### src/rtl/clk_rst_sequencer_pkg.sv
// rtl/clk_rst_sequencer_pkg.sv - shared state encodings and default parameters for clk_rst_sequencer
//
// Purpose: sequencer state encoding plus the default timing parameters used
// by clk_rst_sequencer and anything that needs to decode its state.
// Ports: none (package).

package clk_rst_sequencer_pkg;

   typedef enum logic [2:0] {
      SEQ_PLL_RST   = 3'd0,
      SEQ_WAIT_LOCK = 3'd1,
      SEQ_STABILIZE = 3'd2,
      SEQ_RUN       = 3'd3,
      SEQ_FAULT     = 3'd4
   } seq_state_t;

   localparam int unsigned DEF_PLL_RST_CYCLES = 16;
   localparam int unsigned DEF_LOCK_TIMEOUT   = 65536;
   localparam int unsigned DEF_STABLE_CYCLES  = 256;
   localparam int unsigned DEF_MAX_RETRY      = 4;
   localparam int unsigned DEF_CNT_W          = 17;

endpackage

### src/rtl/clk_rst_sequencer_sync_2ff.sv
// rtl/clk_rst_sequencer_sync_2ff.sv - parameterizable-width two-flop synchronizer
//
// Purpose: brings W asynchronous bits into the clk domain through two flops.
// Both flop stages clear to 0 on reset.
// Ports:
//   clk  in   destination-domain clock
//   rst  in   asynchronous active-high reset
//   d    in   W asynchronous input bits
//   q    out  W synchronized bits

module sync_2ff #(
   parameter int unsigned W = 1
) (
   input  logic         clk,
   input  logic         rst,
   input  logic [W-1:0] d,
   output logic [W-1:0] q
);

   logic [W-1:0] meta;

   always_ff @(posedge clk or posedge rst) begin
      if (rst) begin
         meta <= '0;
         q    <= '0;
      end else begin
         meta <= d;
         q    <= meta;
      end
   end

endmodule

### src/rtl/clk_rst_sequencer.sv
// rtl/clk_rst_sequencer.sv - clock-manager supervisor and core reset sequencer
//
// Purpose: pulses the clock manager reset, waits for lock with timeout and
// retry limit, holds core reset until lock has been stable, and re-sequences
// on lock loss or a soft-reset request. Runs on the free-running clock.
// Optional macro CLK_RST_SEQ_STATS_EN adds a saturating lock-loss counter.
// Ports:
//   clk           in   free-running oscillator-domain clock
//   reset         in   asynchronous active-high reset
//   locked        in   clock-manager lock, asynchronous to clk
//   soft_rst_req  in   synchronous pulse: core reset without PLL reset
//   pll_reset     out  clock-manager reset, active-high, registered
//   sys_reset     out  core reset, active-high, registered
//   ready         out  high only in RUN, registered
//   fault         out  sticky lock failure, registered
//   loss_count    out  [7:0] lock-loss events (CLK_RST_SEQ_STATS_EN only)

module clk_rst_sequencer
   import clk_rst_sequencer_pkg::*;
#(
   parameter int unsigned PLL_RST_CYCLES = DEF_PLL_RST_CYCLES,
   parameter int unsigned LOCK_TIMEOUT   = DEF_LOCK_TIMEOUT,
   parameter int unsigned STABLE_CYCLES  = DEF_STABLE_CYCLES,
   parameter int unsigned MAX_RETRY      = DEF_MAX_RETRY,
   parameter int unsigned CNT_W          = DEF_CNT_W
) (
   input  logic       clk,
   input  logic       reset,
   input  logic       locked,
   input  logic       soft_rst_req,
   output logic       pll_reset,
   output logic       sys_reset,
   output logic       ready,
   output logic       fault
`ifdef CLK_RST_SEQ_STATS_EN
   ,
   output logic [7:0] loss_count
`endif
);

   localparam int unsigned RETRY_W = $clog2(MAX_RETRY + 1);

   localparam logic [CNT_W-1:0]   PLL_LAST    = CNT_W'(PLL_RST_CYCLES - 1);
   localparam logic [CNT_W-1:0]   TO_LAST     = CNT_W'(LOCK_TIMEOUT - 1);
   localparam logic [CNT_W-1:0]   STABLE_LAST = CNT_W'(STABLE_CYCLES - 1);
   localparam logic [RETRY_W-1:0] RETRY_MAX   = RETRY_W'(MAX_RETRY);

   seq_state_t         state, state_n;
   logic [CNT_W-1:0]   cnt, cnt_n;
   logic [RETRY_W-1:0] retry, retry_n;
   logic               locked_s;

   sync_2ff #(.W(1)) u_lock_sync (
      .clk (clk),
      .rst (reset),
      .d   (locked),
      .q   (locked_s)
   );

   always_comb begin
      state_n = state;
      cnt_n   = cnt + 1'b1;
      retry_n = retry;
      case (state)
         SEQ_PLL_RST: begin
            if (cnt == PLL_LAST) begin
               state_n = SEQ_WAIT_LOCK;
               cnt_n   = '0;
            end
         end
         SEQ_WAIT_LOCK: begin
            // Lock is checked first so a lock arriving on the timeout cycle is kept.
            if (locked_s) begin
               state_n = SEQ_STABILIZE;
               cnt_n   = '0;
            end else if (cnt == TO_LAST) begin
               retry_n = retry + 1'b1;
               cnt_n   = '0;
               state_n = (retry_n == RETRY_MAX) ? SEQ_FAULT : SEQ_PLL_RST;
            end
         end
         SEQ_STABILIZE: begin
            // Retry count is kept on lock loss here: lock was achieved, so
            // this is not a timeout. A soft request on the final count
            // restarts the interval rather than releasing reset.
            if (!locked_s) begin
               state_n = SEQ_PLL_RST;
               cnt_n   = '0;
            end else if (soft_rst_req) begin
               cnt_n = '0;
            end else if (cnt == STABLE_LAST) begin
               state_n = SEQ_RUN;
               cnt_n   = '0;
               retry_n = '0;
            end
         end
         SEQ_RUN: begin
            cnt_n = '0;
            if (!locked_s) begin
               state_n = SEQ_PLL_RST;
            end else if (soft_rst_req) begin
               state_n = SEQ_STABILIZE;
            end
         end
         SEQ_FAULT: begin
            cnt_n = cnt;
         end
         default: begin
            state_n = SEQ_PLL_RST;
            cnt_n   = '0;
            retry_n = '0;
         end
      endcase
   end

   // Outputs are decoded from the next state so they change on the same
   // edge as the state they describe.
   always_ff @(posedge clk or posedge reset) begin
      if (reset) begin
         state     <= SEQ_PLL_RST;
         cnt       <= '0;
         retry     <= '0;
         pll_reset <= 1'b1;
         sys_reset <= 1'b1;
         ready     <= 1'b0;
         fault     <= 1'b0;
      end else begin
         state     <= state_n;
         cnt       <= cnt_n;
         retry     <= retry_n;
         pll_reset <= (state_n == SEQ_PLL_RST);
         sys_reset <= (state_n != SEQ_RUN);
         ready     <= (state_n == SEQ_RUN);
         fault     <= (state_n == SEQ_FAULT);
      end
   end

`ifdef CLK_RST_SEQ_STATS_EN
   logic lock_lost;

   assign lock_lost = ((state == SEQ_RUN) || (state == SEQ_STABILIZE)) && !locked_s;

   always_ff @(posedge clk or posedge reset) begin
      if (reset) begin
         loss_count <= '0;
      end else if (lock_lost && (loss_count != 8'hFF)) begin
         loss_count <= loss_count + 8'd1;
      end
   end
`endif

endmodule

### config.mk
export PLATFORM = sky130hd
export DESIGN_NAME = clk_rst_sequencer
export DESIGN_NICKNAME = d
export VERILOG_FILES = /design/src/rtl/clk_rst_sequencer_pkg.sv /design/src/rtl/clk_rst_sequencer_sync_2ff.sv /design/src/rtl/clk_rst_sequencer.sv
export SDC_FILE = /design/constraint.sdc
export NUM_CORES = 1
export LEC_CHECK = 0
export ABC_CLOCK_PERIOD_IN_PS = 2800
export CAP_MARGIN = 30
export CORE_ASPECT_RATIO = 2
export CORE_UTILIZATION = 40
export DETAILED_ROUTE_END_ITERATION = 10
export GPL_ROUTABILITY_DRIVEN = 1
export GPL_TIMING_DRIVEN = 0
export PLACE_DENSITY = 0.59
export SYNTH_ARGS = -nofsm -noshare
export SYNTH_HDL_FRONTEND = slang
export SYNTH_SLANG_ARGS = --single-unit
### constraint.sdc
create_clock -name clk -period 2.8 [get_ports clk]
set_input_delay 0.7 -clock clk [delete_from_list [all_inputs] [get_ports clk]]
set_output_delay 0.7 -clock clk [all_outputs]
set_load 0.01 [all_outputs]
==> out/qor.yml, run 1 <==
outcome: "finished, final reports clean"
holdCritStartpoint: "u_lock_sync.meta"
antenna_left: 0
port_buffers: 7
chipHeight_um: 90.4
rr_worst_depth: 12
synth_area_leaders: "dfrtp_1 43%, o21ai_0 4.5%, nand2_1 4.3%, ha_1 4.0%, dfstp_2 3.4%"
syn_area_per_cell_um2: 9.65
peakVddDrop_mv: 0.513
synth_ff_type: "dfrtp_1"
finalHoldViolCount: 0
drt_wl_total_mm: 3.51
drc_errors: 0
fillerInstances: 350
grt_pass1_vias: 1316
num-nets-final: 186
n_antenna_cell: 0
drtIter0Drc: 37
post-place-ws_ns: -0.160
clkTransAtPathRegs_ns: 0.06
start_util_pct: 42.4
syn_inst: 162
place_congestion: 0.824
synth-edff-count: 0
ys_seq_elements: 29
slew_viol_final: 0
cp-end-kind: "flip-flop"
max_cap_violations: 0
async_flop_share_pct: 100
cp_max_fo: 10
grt_first_pass_wirelength_mm: 5.99
crit_buf_inv: 3
period_share_pct: 92.8
fmax_ghz: 0.385
period_minus_slack_ns: 2.60
vias_per_cell: 5.65
design_area_mm2: 0.00185
setup_viol: 0
p_leak_nw: 0.786
grt_antenna_before_repair: 0
drive_above_1_share_pct: 13.5
grt_use_total_pct: 19.8
relSlewSlack_pct: 51.6
num_rows: 31
ys_types: 42
worst_path_most_repeated_cell: "ha_1"
dieWidth_um: 46.2
die_area_mm2: 0.00418
min_path_cells: 0
cts_buffers: 5
rsz0062_at_grt: "no"
hold_slack_ns: 0.374
reg2reg_from: "cnt[0]"
setup_slack_ns: 0.202
required_ns: 3.00
cts_hold_buf: 0
yosys_warnings: 0
yosys.area.top_type: "dfrtp_1"
cpMaxStageDelayCell: "dfrtp_1"
htreeDepth: 2
synth_top_cell_area_share_pct: 43.2
clkSinkCount: 29
io_pins: 8
syn_area_mm2: 0.00156
grt_max_degree: 22
firstDrtPassIters: 4
startpoint_type: "flip-flop"
hold_end: "u_lock_sync.q"
worstMarginPinSlew_ns: 0.721
grt.overflow.total: 0
totalNegativeSetupSlack_ns: 0
postPlaceCellArea_mm2: 0.00172
fin_skew_ns: 0.00305
power_density_mw_per_mm2: 768
reg2reg_to: "cnt[3]"
r2r_setup_slack_ns: 0.20
finish.utilization_pct: 50.3
critical_path_class: "flip-flop to flip-flop"
cts_tree: "yes"
dp_hpwl_mm: 2.66
areaGrowthSynthToFinish_pct: 18.4
synth.net_count: 171
cts_max_path_buffers: 2
yosysSeqAreaShare_pct: 46.6
arrival_ns: 2.80
cp_top_family: "simple AND/OR/NAND/NOR gates"
vias: 1283
hold_path_class: "flip-flop to flip-flop"
core-area_mm2: 0.00368
root_buffer: "clkbuf_8"
path_cells: "ha_1 -> inv_2 -> nor4_4 -> and3_1 -> nand3_1 -> inv_1 -> ha_1 -> or3_1 -> nor2_4 -> nor3_2 -> buf_4 -> o22ai_1"
wire_per_inst_um: 15.5
clock_latency_ns: 0.28
crit_path_max_incr_delay_ns: 0.42
-- worst register-to-register path, stage by stage, from the launching register on --
cell     delay [ns]
dfrtp_1        0.42
ha_1           0.24
inv_2          0.11
nor4_4         0.07
and3_1         0.22
nand3_1        0.11
inv_1          0.05
ha_1           0.19
or3_1          0.37
nor2_4         0.27
nor3_2         0.10
buf_4          0.20
o22ai_1        0.17
-- layer usage --
metal	wire [um]	global-route usage [%]	up-vias	share of wire (%)
li1	-	-	617	-
met1	1250	19.1	630	36
met2	2070	36.0	27	59
met3	85	4.40	9	2.4
met4	111	9.56	0	3.2
met5	0	0	-	0
-- flip-flops by register name (all words and copies together), names as in the netlist --
| signal | cells |
|---|---|
| state | 3 |
| retry | 3 |
| u_lock_sync.meta | 1 |
| ready | 1 |
| pll_reset | 1 |
| fault | 1 |
| u_lock_sync.q | 1 |
| cnt | 17 |
| sys_reset | 1 |
-- where the power goes --
group | switching (W) | internal (W) | leakage, nW
Combinational | 0.000260 | 0.000195 | 0.349
Clock | 0.000156 | 0.000222 | 0.0542
Sequential | 0.0000870 | 0.000503 | 0.384
Total | 0.000503 | 0.000920 | 0.786
-- Yosys cell counts, drive strengths merged, types with 2 or more instances --
library cell   n
inv            9
a21oi          4
or3            3
a32o           2
nand2b         3
xnor2          5
nand2         18
or2            3
and3           4
dfstp          2
dfrtp         27
nor2           6
ha             5
or4            3
nor3b          2
o21ai         14
nor2b          3
o31ai          4
nand3          7
nor3           8
mux2i          2
nor4           6
o22ai          4
clkbuf         3
-- how the worst max path moves through the flow --
| stage | start | to | depth (start not counted) |
|---|---|---|---|
| 2_1_floorplan | cnt[0] | cnt[3] | 12 |
| 3_3_place_gp | cnt[0] | cnt[12] | 12 |
| 3_5_place_dp | cnt[0] | cnt[3] | 12 |
| 4_1_cts | cnt[0] | cnt[13] | 12 |
| 5_1_grt | cnt[4] | pll_reset | 11 |
| 6_report | cnt[0] | cnt[3] | 12 |
-- layout make-up --
class	instances	area, um^2	area share [%]
tap	49	61.3	3.31
multi-input combinational	120	811	43.8
inverter	9	33.8	1.82
buffer	4	18.8	1.01
clock buffer	7	96.3	5.20
sequential	29	728	39.3
timing repair buffer	8	97.6	5.27
clock inverter	1	5.00	0.270
-- logic make-up (layout without fill, tap and decap cells) --
kind of cell	count (synthesis)	in the layout	share of synthesized area, %
AOI/OAI and AO/OA	37	37	15.8
xor gates and xnor gates	6	6	3.36
adders and majority gates	5	5	4.00
buffers and inverters	13	29	3.36
DFF	29	29	46.6
muxes	2	2	1.28
and+or+nand+nor	70	70	25.7
-- what timing repair did --
item	CTS	global route
endpoints found under the setup margin	14	15
buffers inserted	0	0
pin swaps	0	2
gates resized for setup	2	4
-- placed cells by master, fill, tap and decap left out, types with 2 or more instances in the layout --
cell type,Yosys,routed
o31ai_1,4,4
nor2_1,6,5
dfrtp_1,27,27
o21ai_0,14,14
dfstp_2,2,2
nor4_4,2,3
or2_2,3,3
o22ai_1,4,4
clkbuf_1,3,3
nand2_1,18,18
nand3_1,7,7
ha_1,5,5
clkdlybuf4s50_1,0,7
a21oi_1,3,3
and3_1,4,4
or3_1,3,3
nor2b_1,3,3
clkbuf_8,0,7
mux2i_1,2,2
nand2b_1,3,3
xnor2_1,5,5
a32o_1,2,2
inv_1,9,8
nor4_1,4,3
nor3_1,8,7
or4_1,2,2
nor3b_1,2,2
-- through the flow --
stage	power [W]	std cells
6_report	0.00142	227
5_1_grt	0.00152	227
4_1_cts	0.00142	227
3_5_place_dp	0.00104	219
3_3_place_gp	0.00102	218
2_1_floorplan	0.000913	162
No activity file was read; power rests on OpenSTA's default activity.
==> run 2, diff against run 1 <==
--- a/config.mk
+++ b/config.mk
@@ -8,6 +8,7 @@
 export ABC_CLOCK_PERIOD_IN_PS = 2800
 export CAP_MARGIN = 30
 export CORE_ASPECT_RATIO = 2
+export CORE_MARGIN = 2
 export CORE_UTILIZATION = 40
 export DETAILED_ROUTE_END_ITERATION = 10
 export GPL_ROUTABILITY_DRIVEN = 1
==> out/qor.yml, run 2 (synthesis results as in run 1) <==
comb_power_share_pct: 32.5  # +0.5 points
p_sw_share_pct: 35.7  # +0.33 points
totalNegativeSetupSlack_ns: 0  # unchanged
antenna_left: 0  # unchanged
power_density_mw_per_mm2: 770  # +0.24%
cts_tree: "yes"
cp_max_fo: 10  # unchanged
p_int_w: 0.000928  # +0.94%
htreeDepth: 2  # unchanged
pwr-share-clk_pct: 26.3  # -0.2 points
cts_buffers: 5  # unchanged
drt_wl_total_mm: 3.63  # +3.5%
worstMarginPinSlew_ns: 0.726  # +0.00484 ns
vias: 1291  # +0.62%
dp.cells: 221  # +0.91%
drive_above_1_share_pct: 15.6  # +2.2 points
critical_path_class: "flip-flop to flip-flop"
cts_hold_buf: 0  # unchanged
clock_latency_ns: 0.28  # about the same
firstDrtPassIters: 4  # unchanged
io_pins: 8  # unchanged
root_buffer: "clkbuf_8"
clkTransAtPathRegs_ns: 0.07  # about the same
cp-end-kind: "flip-flop"
required_ns: 2.99  # about the same
relSlewSlack_pct: 51.2  # -0.33 points
grt_antenna_before_repair: 0  # unchanged
drtIter0Drc: 57  # +54%
finalHoldViolCount: 0  # unchanged
mostFrequentLayoutCells: "26 x dfrtp_1, 18 x nand2_1, 14 x o21ai_0, 8 x inv_1"
grt.overflow.total: 0  # unchanged
fillerInstances: 348  # -0.57%
start_util_pct: 41.1  # -1.3 points
place_congestion: 0.829  # +0.64%
power_switching_w: 0.000515  # +2.4%
grt_pass1_vias: 1313  # -0.23%
outcome: "finished, final reports clean"
power.total_w: 0.00144  # +1.5%
port_buffers: 7  # unchanged
top_register: "cnt"
arrival_ns: 2.84  # +0.04 ns
areaGrowthSynthToFinish_pct: 19.8
largestRegisters: "cnt x17, retry x3, state x3"
grt_first_pass_wirelength_mm: 6.15  # +2.6%
peakVddDrop_mv: 0.311  # -39%
hold_path_class: "flip-flop to flip-flop"
dieWidth_um: 48.2  # +4.3%
grt_use_total_pct: 19.4  # -0.42 points
rsz0062_at_grt: "no"
n_antenna_cell: 0  # unchanged
grt_max_degree: 21  # -4.5%
vias_per_cell: 5.61  # -0.69%
slew_viol_final: 0  # unchanged
fmax_ghz: 0.377  # -2.0%
period_share_pct: 94.6  # +1.9 points
fin_cells: 230  # +1.3%
core-area_mm2: 0.00380  # +3.2%
drc_errors: 0  # unchanged
final_common_cell: "dfrtp_1"
max_cap_violations: 0  # unchanged
die_area_mm2: 0.00446  # +6.6%
clkSinkCount: 29  # unchanged
period_minus_slack_ns: 2.65  # +0.0523 ns
num-nets-final: 187  # +0.54%
chipHeight_um: 92.4  # +2.2%
dp_hpwl_mm: 2.74  # +3.2%
p_leak_nw: 0.794  # +0.91%
num_rows: 32  # +3.2%
cts_max_path_buffers: 2  # unchanged
setup_viol: 0  # unchanged
post-place-ws_ns: -0.216  # -0.0557 ns
setup_slack_ns: 0.150  # -0.0523 ns
seqPwrFrac_pct: 41.2  # -0.3 points
postPlaceCellArea_mm2: 0.00173  # +0.15%
design_area_mm2: 0.00187  # +1.2%
wire_per_inst_um: 15.8  # +2.2%
fin_skew_ns: 0.00757  # +0.00452 ns
startpoint_type: "flip-flop"
largest_reg_flops: 17  # unchanged
==> run 2: cell types whose count changed in the layout (fill, tap and decap cells not counted) <==
cell and change:
o22ai_1 -1, dfrtp_2 +1, nand3_2 +1, o22ai_2 +1, dfrtp_1 -1, buf_4 +1, nand3_1 -1
==> run 2: timing repair <==
item	4_1_cts	5_1_grt
setup buffers	0	1
endpoints found under the setup margin	14	18
endpoints found under the hold margin	0	0
gates resized for setup	3	6
pin swaps	0	1
==> run 2: path summary, 6_finish.rpt <==
check                           cells past startpoint              from       endpoint  slack [ns]
worst max-delay path                               12            cnt[0]         cnt[8]        0.15
worst min-delay path                                0  u_lock_sync.meta  u_lock_sync.q        0.36
worst max register to register                     12            cnt[0]         cnt[8]        0.15
worst min register to register                      0  u_lock_sync.meta  u_lock_sync.q        0.36
max in group asynchronous                           3             reset      sys_reset        1.52
min in group asynchronous                           2             reset        cnt[12]        0.73
==> run 2: critical path, stage by stage, from the launching register on <==
cell	delay (ns)
dfrtp_2	0.43
ha_1	0.24
inv_2	0.11
nor4_4	0.07
and3_1	0.21
nand3_1	0.11
inv_1	0.05
ha_1	0.19
or3_1	0.37
nor2_4	0.28
nor3_2	0.10
buf_4	0.21
o21ai_0	0.19
==> run 2: metal layers <==
metal / GRT usage (%) / up-vias / share of wire [%]
met3: 4.09 / 10 / 2.7
li1: - / 620 / -
met5: 0 / - / 0
met4: 10.6 / 0 / 2.9
met2: 32.8 / 28 / 57
met1: 20.5 / 633 / 38
==> run 2: power by group through the flow <==
| stage | Sequential [W] | Combinational [W] | Clock, W |
|---|---|---|---|
| 2_1_floorplan | 0.000577 | 0.000336 | 0 |
| 3_3_place_gp | 0.000593 | 0.000432 | 0 |
| 3_5_place_dp | 0.000595 | 0.000445 | 0 |
| 4_1_cts | 0.000587 | 0.000454 | 0.000385 |
| 5_1_grt | 0.000611 | 0.000527 | 0.000407 |
| 6_report | 0.000594 | 0.000469 | 0.000380 |
==> run 2: layout make-up <==
class	instances	area (um^2)	area share, %
Buffer	4	18.8	1.00
Clock buffer	7	96.3	5.14
Sequential cell	29	729	38.9
Tap cell	51	63.8	3.40
Multi-Input combinational cell	120	822	43.9
Inverter	9	33.8	1.80
Timing Repair Buffer	9	105	5.61
Clock inverter	1	5.00	0.267
==> run 2: stage by stage <==
stage	util, %	hold slack [ns]
after CTS	48.4	0.367
after floorplan	-	0.331
after global routing	49.3	0.373
after detailed placement	45.4	0.345
after global placement	44.6	0.336
final	49.3	0.362
